[src/rtl/wb_pkg.sv]
// wb_pkg: shared load funct3 encodings and write-back FSM state encoding
package wb_pkg;
  localparam logic [2:0] F3_LB  = 3'b000;
  localparam logic [2:0] F3_LH  = 3'b001;
  localparam logic [2:0] F3_LW  = 3'b010;
  localparam logic [2:0] F3_LD  = 3'b011;
  localparam logic [2:0] F3_LBU = 3'b100;
  localparam logic [2:0] F3_LHU = 3'b101;
  localparam logic [2:0] F3_LWU = 3'b110;
  localparam logic [2:0] F3_BAD = 3'b111;
  typedef enum logic {WB_IDLE, WB_WAIT_MEM} wb_state_e;
endpackage

[src/rtl/wb_stage_ctrl_align.sv]
// load_align: shift load data into the low lanes, size it, extend it, and flag illegal or misaligned loads
module load_align
  import wb_pkg::*;
#(
  parameter int XLEN = 64,
  localparam int OFF_W = $clog2(XLEN / 8)
) (
  input  logic [XLEN-1:0]  mem_rdata,
  input  logic [OFF_W-1:0] addr_lo,
  input  logic [2:0]       funct3,
  output logic [XLEN-1:0]  data,
  output logic             err
);
  logic [XLEN-1:0] shifted, left;
  logic [7:0] kill;
  logic illegal, misaligned;
  // Push the access into the top of the word, then shift back down logically or arithmetically to extend
  always_comb begin
    shifted = mem_rdata >> {addr_lo, 3'b000};
    kill = 8'(XLEN) - (8'd8 << funct3[1:0]);
    left = shifted << kill;
    data = funct3[2] ? left >> kill : XLEN'($signed(left) >>> kill);
    illegal = (funct3 == F3_BAD) || (XLEN == 32 && (funct3 == F3_LD || funct3 == F3_LWU));
    misaligned = |(addr_lo & OFF_W'((4'd1 << funct3[1:0]) - 4'd1));
    err = illegal | misaligned;
  end
endmodule

[src/rtl/wb_stage_ctrl.sv]
// wb_stage_ctrl: write-back stage with late-load wait, register-file write port and forwarding tap
module wb_stage_ctrl
  import wb_pkg::*;
#(
  parameter int XLEN = 64,
  parameter int AW = 5,
  localparam int OFF_W = $clog2(XLEN / 8)
) (
  input  logic             clk,
  input  logic             rst,
  input  logic             in_valid,
  output logic             in_ready,
  input  logic             in_we,
  input  logic [AW-1:0]    in_rd,
  input  logic             in_is_load,
  input  logic [2:0]       in_funct3,
  input  logic [OFF_W-1:0] in_addr_lo,
  input  logic [XLEN-1:0]  in_result,
  input  logic             mem_rvalid,
  input  logic [XLEN-1:0]  mem_rdata,
  output logic             rf_we,
  output logic [AW-1:0]    rf_waddr,
  output logic [XLEN-1:0]  rf_wdata,
  output logic             fwd_valid,
  output logic [AW-1:0]    fwd_rd,
  output logic [XLEN-1:0]  fwd_data,
  output logic             load_err,
  output logic             busy
);
  wb_state_e state_q, state_d;
  logic p_we_q, p_we_d;
  logic [AW-1:0] p_rd_q, p_rd_d;
  logic [2:0] p_f3_q, p_f3_d;
  logic [OFF_W-1:0] p_off_q, p_off_d;
  logic rf_we_q, rf_we_d, load_err_q, load_err_d;
  logic [AW-1:0] rf_waddr_q, rf_waddr_d;
  logic [XLEN-1:0] rf_wdata_q, rf_wdata_d;
  logic waiting, wr, wr_we, wr_err;
  logic [AW-1:0] wr_rd;
  logic [XLEN-1:0] wr_data, al_data;
  logic [2:0] al_f3;
  logic [OFF_W-1:0] al_off;
  logic al_err;
  assign waiting = state_q == WB_WAIT_MEM;
  assign al_f3 = waiting ? p_f3_q : in_funct3;
  assign al_off = waiting ? p_off_q : in_addr_lo;
  load_align #(.XLEN(XLEN)) u_align (
    .mem_rdata(mem_rdata),
    .addr_lo  (al_off),
    .funct3   (al_f3),
    .data     (al_data),
    .err      (al_err)
  );
  // Next state, pending-load capture and the single-cycle write / error pulse
  always_comb begin
    state_d = state_q;
    p_we_d = p_we_q;
    p_rd_d = p_rd_q;
    p_f3_d = p_f3_q;
    p_off_d = p_off_q;
    rf_we_d = 1'b0;
    load_err_d = 1'b0;
    rf_waddr_d = rf_waddr_q;
    rf_wdata_d = rf_wdata_q;
    wr = 1'b0;
    wr_we = in_we;
    wr_rd = in_rd;
    wr_data = in_result;
    wr_err = 1'b0;
    if (waiting) begin
      wr_we = p_we_q;
      wr_rd = p_rd_q;
      wr_data = al_data;
      wr_err = al_err;
      wr = mem_rvalid;
      state_d = mem_rvalid ? WB_IDLE : WB_WAIT_MEM;
    end else if (in_valid) begin
      if (!in_is_load) begin
        wr = 1'b1;
      end else if (mem_rvalid) begin
        wr = 1'b1;
        wr_data = al_data;
        wr_err = al_err;
      end else begin
        p_we_d = in_we;
        p_rd_d = in_rd;
        p_f3_d = in_funct3;
        p_off_d = in_addr_lo;
        state_d = WB_WAIT_MEM;
      end
    end
    if (wr) begin
      rf_we_d = wr_we & (|wr_rd) & ~wr_err;
      load_err_d = wr_err;
      rf_waddr_d = rf_we_d ? wr_rd : rf_waddr_q;
      rf_wdata_d = rf_we_d ? wr_data : rf_wdata_q;
    end
  end
  // State, pending-load and output registers; reset drops any pending load
  always_ff @(posedge clk or posedge rst) begin
    if (rst) begin
      state_q <= WB_IDLE;
      p_we_q <= 1'b0;
      p_rd_q <= '0;
      p_f3_q <= '0;
      p_off_q <= '0;
      rf_we_q <= 1'b0;
      load_err_q <= 1'b0;
      rf_waddr_q <= '0;
      rf_wdata_q <= '0;
    end else begin
      state_q <= state_d;
      p_we_q <= p_we_d;
      p_rd_q <= p_rd_d;
      p_f3_q <= p_f3_d;
      p_off_q <= p_off_d;
      rf_we_q <= rf_we_d;
      load_err_q <= load_err_d;
      rf_waddr_q <= rf_waddr_d;
      rf_wdata_q <= rf_wdata_d;
    end
  end
  assign in_ready = ~waiting;
  assign busy = waiting;
  assign rf_we = rf_we_q;
  assign rf_waddr = rf_waddr_q;
  assign rf_wdata = rf_wdata_q;
  assign load_err = load_err_q;
  assign fwd_valid = rf_we_q;
  assign fwd_rd = rf_waddr_q;
  assign fwd_data = rf_wdata_q;
endmodule

[config.mk]
export PLATFORM = sky130hd
export DESIGN_NAME = wb_stage_ctrl
export DESIGN_NICKNAME = d
export VERILOG_FILES = /design/src/rtl/wb_pkg.sv /design/src/rtl/wb_stage_ctrl_align.sv /design/src/rtl/wb_stage_ctrl.sv
export SDC_FILE = /design/constraint.sdc
export NUM_CORES = 1
export LEC_CHECK = 0
export CORE_ASPECT_RATIO = 2
export CORE_MARGIN = 2
export CORE_UTILIZATION = 49
export DETAILED_ROUTE_END_ITERATION = 16
export PLACE_DENSITY_LB_ADDON = 0.15
export SETUP_SLACK_MARGIN = 0.3
export SLEW_MARGIN = 20
export SYNTH_ARGS = -nofsm -noshare
export SYNTH_HDL_FRONTEND = slang
export SYNTH_HIERARCHICAL = 1
export SYNTH_SLANG_ARGS = --single-unit
[constraint.sdc]
create_clock -name clk -period 6 [get_ports clk]
set_input_delay 1.2 -clock clk [delete_from_list [all_inputs] [get_ports clk]]
set_output_delay 1.2 -clock clk [all_outputs]
set_load 0.01 [all_outputs]
==> key figures, run 1 <==
Logic synthesis
  – Cells after Synth: about 740
  – Synth Area in Compound Gates: 13.1%
  – Area leader, netlist: dfrtp_1
  – Largest cells by area after synthesis: dfrtp_1 (28%), mux2_2 (15%), mux2_1 (10%)
  – Syn_nets: 890
  – Top FF cell, synth: dfrtp_1
  – Yosys warning total: 6
  – Adder-cell share of the synthesized area: 0.168%
  – Post-synthesis register bit count: 84
  – Post-synth EDFFs: 0
  – Largest family of logic cells by synthesized area: multiplexers
  – Count leader, synth: mux2_2
  – FFs w/ async S/R, synth: 100%
  – Share of Yosys cell area claimed by the top area cell type: 28.3%
  – Area of the mapped netlist: 7430 sq um
  – Xor and xnor area share after synthesis: 0%
  – Top post-synthesis cells by count: mux2_2 (97), dfrtp_1 (84), buf_4 (74)
  – Yosys cell types: 64
  – Syn avg cell area: between 9 and 10 sq um
  – Multiplexer share of the synthesized area: 34.5%
  – Post-synthesis sequential area ratio: 28.3%
  – Simple-Gate Fraction of Synth Area: 11.7%

Timing
  – Min Clock Period, post-route: 4.89 ns
  – Final hold vios: 0
  – Max frequency: about 200 MHz
  – Slew Limit Fails: 0
  – WHS: 0.506 ns
  – Final setup vio count: 0
  – Worst Max-Slew Pin Slew: 1.04 ns
  – Clock Skew: 0.00666 ns
  – Unrepaired setup endpoints after global routing: false
  – Final Cycle Share: 81.6%
  – Setup TNS: 0 ns
  – Slew headroom: roughly 30%

Placement
  – Final HPWL DP: 21.2 mm
  – Gpl congestion: 0.954
  – # placed instances: 1,109
  – IO buf count: 287
  – Post-place instance area: 9770 sq um

Layout
  – Nets: around 1.1k
  – Ant diodes: 0
  – Cell Count, Final, Fillers Out: 1,124
  – Design area: 10,100 sq um
  – Layout cell share with drive strength beyond 1: between 10% and 20%
  – Area growth syn-to-layout: 35.7%

Critical path
  – CP top delay family: buffers and inverters
  – Critical Path Sink Type: flop
  – Buf/Inv on CP: 4
  – CP peak stage delay: 0.47 ns
  – Critical path arrival: ~5.2 ns
  – Worst r2r dst: fwd_data[54]
  – CP Class: in2reg
  – Worst path cell trace: clkdlybuf4s50_1 -> mux2_2 -> and2_1 -> inv_1 -> ha_1 -> buf_4 -> nor4b_4 -> and2_1 -> nor2_2 -> o41a_1 -> buf_4 -> a21oi_1 -> mux2_2 -> mux2_1
  – CP max FO: 22
  – Critical Path RT: 6.30 ns
  – R2R Setup Slk: 1.43 ns
  – Reg-to-Reg Start: busy
  – Slowest-stage cell, CP: clkdlybuf4s50_1
  – CP Launch Type: input port
  – Cells on worst reg2reg path: 13

Outcome
  – Status: finished, final reports clean

Clock network
  – CTS Hold Buffers Added: 0
  – Setup Buffers After CTS: 0
  – CTS tree: yes
  – Clock Pin Slew Worst Setup and Hold Paths: 0.06 ns
  – Post-CTS sizing: 0
  – Total CTS buffers: 9
  – Num Clock Sinks: 84
  – H-tree lvl count: 3
  – Max Root-Sink Buffers: 2
  – Root buffer cell: clkbuf_16
  – Clk_lat worst skew: 0.36 ns

Die
  – Die W: 91.1 microns
  – Core Area: 14,800 sq um
  – I/O pins: 288
  – Die extent in y: 178 microns
  – # rows: 63
  – Die ar.: between 15,000 and 20,000 sq um
  – Starting Density: 50.1%

Min path
  – Worst Hold Class: reg2reg
  – WHS Endpoint: p_f3_q[0]
  – Hold Crit Depth: 1
  – Worst hold start: p_f3_q[0]

Power
  – Pwr Density: around 330 nW/um^2
  – Switching share of power: 35.8%
  – Register share of total power: 27.6%
  – Logic pwr share: 54.6%
  – Peak supply drop: 0.244 mV
  – Clock Power Share: 17.8%
  – NetSw: 1.20 mW
  – Pleak: 4.03 nW
  – Internal Power: 2.16 mW

GRT
  – Initial antenna violation count: 0
  – Vias in the first global route: 6,833
  – Total GRT Usage: 32.3%
  – Grt total ovfl: 0
  – Largest net degree at the start of global routing: 87
  – First-pass GRT wire length: 39.7 mm

Detailed routing
  – Final Routed Wirelength: 26.8 mm
  – DR WL/cell: 23.8 microns
  – DRC violations left: 0
  – Via count: approximately 6.6k
  – TritonRoute pass-1 iters: 5
  – Number of DRC markers in iteration 0: ~420
  – Final ANT Viol Nets: 0
  – DR vias/cell: a little under 6

Run
  – Max cap viols: 0
metrics by stage:
stage	utilization, %	setup WS, ns	power (mW)
after CTS	68.0	1.15	3.39
after global routing	68.0	0.847	3.52
after floorplan	-	1.90	1.96
after global placement	65.9	0.874	2.73
final	68.0	1.11	3.37
after detailed placement	65.9	0.778	2.78
cell type report:
class | count | area, sq um
clock buffers | 11 | 233
clock inverters | 4 | 75.1
fillers | 1243 | 4740
inverters | 8 | 31.3
multi-input cells | 524 | 4440
flip-flops and latches | 84 | 2100
well taps | 195 | 244
repair buffers | 298 | 2960
routing by layer:
layer	global-route usage (%)	share of wire, %	vias to the layer above
met3	4.65	5.1	72
met2	60.6	55	308
met5	0	0	-
li1	-	-	2988
met4	18.4	5.5	0
met1	33.8	34	3219
kinds of logic after synthesis:
| kind of cell | after synthesis |
|---|---|
| mux | 216 |
| buf+inv | 136 |
| fa+ha+maj | 1 |
| flops | 84 |
| simple gates | 175 |
| compound gates | 132 |
registers in the layout, summed over array words and instances, names as in the netlist:
register   flops
busy           1
fwd_data      64
fwd_rd         5
fwd_valid      1
load_err       1
p_f3_q         3
p_off_q        3
p_rd_q         5
p_we_q         1
worst max-delay path by stage:
| stage | cells after the start | slack [ns] | endpoint | startpoint |
|---|---|---|---|---|
| floorplan | 16 | 1.90 | fwd_data[62] | in_funct3[1] |
| global placement | 14 | 0.87 | fwd_data[54] | in_funct3[1] |
| detailed placement | 14 | 0.78 | fwd_data[54] | in_funct3[1] |
| CTS | 14 | 1.15 | fwd_data[54] | in_funct3[0] |
| global route | 14 | 0.85 | fwd_data[54] | in_funct3[0] |
| finish | 14 | 1.11 | fwd_data[54] | in_funct3[0] |
power groups by stage:
stage | clock [mW] | combinational, mW | sequential [mW]
floorplan | 0 | 0.970 | 0.989
global placement | 0 | 1.82 | 0.917
detailed placement | 0 | 1.83 | 0.942
CTS | 0.611 | 1.84 | 0.933
global route | 0.629 | 1.93 | 0.961
finish | 0.599 | 1.84 | 0.931
layout by cell type (no fill, tap or decap), drive strengths merged, types with 4 or more instances in the layout:
cell type | netlist | routed
o21ai | 22 | 22
a211oi | 8 | 8
nor3 | 13 | 13
nor2b | 8 | 8
o21a | 25 | 25
nand2 | 60 | 60
a21oi | 31 | 31
nand3 | 5 | 5
nor2 | 50 | 50
buf | 103 | 11
mux2i | 34 | 34
clkbuf | 25 | 11
dfrtp | 84 | 84
nand4 | 4 | 4
inv | 8 | 7
clkdlybuf4s50 | 0 | 287
mux4 | 15 | 15
and2 | 8 | 8
mux2 | 167 | 167
o2bb2ai | 4 | 4
a22oi | 5 | 5
o211ai | 5 | 5
a31oi | 4 | 4
nand2b | 10 | 10
Power figures use the tool's default switching activity.
==> run 2: changes to the inputs <==
CORE_UTILIZATION = 45   (was 49)
clock period = 4.8 ns   (was 6 ns; I/O delays follow)
==> key figures, run 2 (synthesized netlist as in run 1, its figures left out) <==
Timing
  – Final setup vio count: 0 (unchanged)
  – Setup TNS: 0 ns (unchanged)
  – Unrepaired setup endpoints after global routing: false (unchanged)
  – Clock Skew: 0.0101 ns (was 0.00666 ns)
  – Min Clock Period, post-route: ~4.3 ns
  – Worst Max-Slew Pin Slew: 0.900 ns (was 1.04 ns)
  – Slew headroom: 40.0% (was 30.5%)
  – PnR worst setup slack: 0.520 ns (was 1.11 ns)
  – Final Cycle Share: 89.2%
  – Slew Limit Fails: 0 (unchanged)
  – Max frequency: 234 MHz
  – Final hold vios: 0 (unchanged)

Layout
  – Most common cell after layout, fill and taps aside: clkdlybuf4s50_1 (unchanged)
  – Fill cells: 1,403 (was 1,243)
  – Nets: 1,091 (was 1,071)
  – Commonest cells after routing, fill and taps aside: clkdlybuf4s50_1 (287), mux2_2 (96), dfrtp_1 (84) (unchanged)
  – Design area: 10,300 sq um (was 10,100 sq um)
  – Ant diodes: 0 (unchanged)
  – Max FFs per register: 64 (unchanged)
  – Layout cell share with drive strength beyond 1: 19.8% (was 17.8%)
  – Area growth syn-to-layout: 38.3% (was 35.7%)
  – Final Core Density: 63.4% (was 68.0%)

Clock network
  – Post-CTS sizing: 0 (unchanged)
  – Num Clock Sinks: 84 (unchanged)
  – Clock Pin Slew Worst Setup and Hold Paths: 0.07 ns (was 0.06 ns)
  – Max Root-Sink Buffers: 2 (unchanged)
  – Clk_lat worst skew: 0.35 ns (was 0.36 ns)
  – Setup Buffers After CTS: 0 (unchanged)
  – Root buffer cell: clkbuf_16 (unchanged)
  – CTS tree: yes (unchanged)
  – H-tree lvl count: 3 (unchanged)
  – Total CTS buffers: 9 (unchanged)
  – CTS Hold Buffers Added: 0 (unchanged)

Critical path
  – Buf/Inv on CP: 4 (unchanged)
  – CP Launch Type: input port (unchanged)
  – R2R Setup Slk: 0.85 ns (was 1.43 ns)
  – Critical Path RT: 5.03 ns (was 6.30 ns)
  – Worst r2r dst: fwd_data[59] (was fwd_data[54])
  – Reg-to-Reg Start: busy (unchanged)
  – CP peak stage delay: 0.47 ns (about the same)
  – Slowest-stage cell, CP: o41a_1 (was clkdlybuf4s50_1)
  – CP Class: in2reg (unchanged)
  – Worst path cell trace: clkdlybuf4s50_1 -> mux2_2 -> and2_1 -> inv_1 -> ha_1 -> buf_4 -> nor4b_4 -> and2_1 -> nor2_2 -> o41a_1 -> buf_4 -> nand2_2 -> mux2_2 -> mux2_1 (was clkdlybuf4s50_1 -> mux2_2 -> and2_1 -> inv_1 -> ha_1 -> buf_4 -> nor4b_4 -> and2_1 -> nor2_2 -> o41a_1 -> buf_4 -> a21oi_1 -> mux2_2 -> mux2_1)
  – Critical path arrival: 4.51 ns (was 5.19 ns)
  – CP max FO: 11 (was 22)
  – Cells on worst reg2reg path: 13 (unchanged)
  – CP top delay family: buffers and inverters (unchanged)
  – Critical Path Sink Type: flop (unchanged)

Power
  – Peak supply drop: 0.288 mV (was 0.244 mV)
  – Internal Power: 2.73 mW (was 2.16 mW)
  – Pwr Density: 411 nW/um^2 (was 334 nW/um^2)
  – Clock Power Share: 17.6% (was 17.8%)
  – Pleak: 4.14 nW (was 4.03 nW)
  – NetSw: 1.50 mW (was 1.20 mW)
  – Register share of total power: 27.5% (was 27.6%)
  – Logic pwr share: 54.9% (was 54.6%)
  – Switching share of power: 35.5% (was 35.8%)

Die
  – Die extent in y: 186 microns (was 178 microns)
  – I/O pins: 288 (unchanged)
  – Die W: 94.8 microns (was 91.1 microns)
  – Die ar.: 17,600 sq um (was 16,200 sq um)
  – Core Area: 16,200 sq um (was 14,800 sq um)
  – # rows: 66 (was 63)
  – Starting Density: 45.9% (was 50.1%)

Placement
  – Final HPWL DP: 21.3 mm (was 21.2 mm)
  – Gpl congestion: 0.943 (was 0.954)
  – IO buf count: 287 (unchanged)
  – Post-place setup slack: 0.185 ns (was 0.778 ns)
  – Post-place instance area: 9950 sq um (was 9770 sq um)

Outcome
  – Status: finished, final reports clean (unchanged)

Min path
  – WHS Endpoint: p_we_q (was p_f3_q[0])
  – Worst Hold Class: reg2reg (unchanged)
  – Worst hold start: p_we_q (was p_f3_q[0])
  – Hold Crit Depth: 1 (unchanged)

Detailed routing
  – TritonRoute pass-1 iters: 5 (unchanged)
  – Number of DRC markers in iteration 0: 373 (was 416)
  – Final Routed Wirelength: 26.8 mm (about the same)
  – DR vias/cell: 5.72 (was 5.86)
  – DR WL/cell: 23.2 microns (was 23.8 microns)
  – Via count: 6,602 (was 6,587)
  – Final ANT Viol Nets: 0 (unchanged)
  – DRC violations left: 0 (unchanged)

GRT
  – Total GRT Usage: 30.2% (was 32.3%)
  – First-pass GRT wire length: 39.3 mm (was 39.7 mm)
  – Vias in the first global route: 6,947 (was 6,833)
  – Largest net degree at the start of global routing: 65 (was 87)
  – Initial antenna violation count: 0 (unchanged)
  – Grt total ovfl: 0 (unchanged)

Run
  – Max cap viols: 0 (unchanged)
==> run 2: how the worst max path moves through the flow <==
stage / slack, ns / cells past startpoint / start / end
after floorplan: 0.91 / 18 / busy / fwd_data[62]
after global placement: 0.25 / 14 / in_funct3[1] / fwd_data[49]
after detailed placement: 0.19 / 14 / in_funct3[1] / fwd_data[59]
after CTS: 0.52 / 14 / in_funct3[1] / fwd_data[59]
after global routing: 0.34 / 14 / in_funct3[0] / fwd_data[59]
final: 0.52 / 14 / in_funct3[0] / fwd_data[59]
==> run 2: cell type report <==
cell class / instances / area, sq um / area share (%)
Multi-Input combinational cell: 524 / 4440 / 43.2
Timing Repair Buffer: 318 / 3120 / 30.4
Sequential cell: 84 / 2100 / 20.5
Clock buffer: 12 / 267 / 2.60
Tap cell: 204 / 255 / 2.49
Clock inverter: 4 / 55.1 / 0.536
Inverter: 8 / 31.3 / 0.305
==> run 2: routing by layer <==
layer | wire [microns] | share of wire [%] | global-route usage [%] | up-vias
li1 | - | - | - | 3032
met2 | 14700 | 55 | 56.2 | 287
met4 | 1630 | 6.1 | 19.0 | 0
met5 | 0 | 0 | 0 | -
met1 | 9150 | 34 | 30.5 | 3220
met3 | 1370 | 5.1 | 4.33 | 63
==> run 2: power by group through the flow <==
stage | registers (mW) | clock network, mW | logic (mW)
floorplan | 1.24 | 0 | 1.21
global placement | 1.15 | 0 | 2.31
detailed placement | 1.17 | 0 | 2.32
CTS | 1.16 | 0.767 | 2.34
global route | 1.20 | 0.788 | 2.46
finish | 1.16 | 0.744 | 2.32
==> run 2: metrics by stage <==
step | power, mW | cells | hold slack, ns
global route | 4.44 | 1154 | 0.523
floorplan | 2.45 | 744 | 0.473
CTS | 4.27 | 1154 | 0.509
detailed placement | 3.49 | 1138 | 0.495
finish | 4.22 | 1154 | 0.501
global placement | 3.45 | 1138 | 0.483
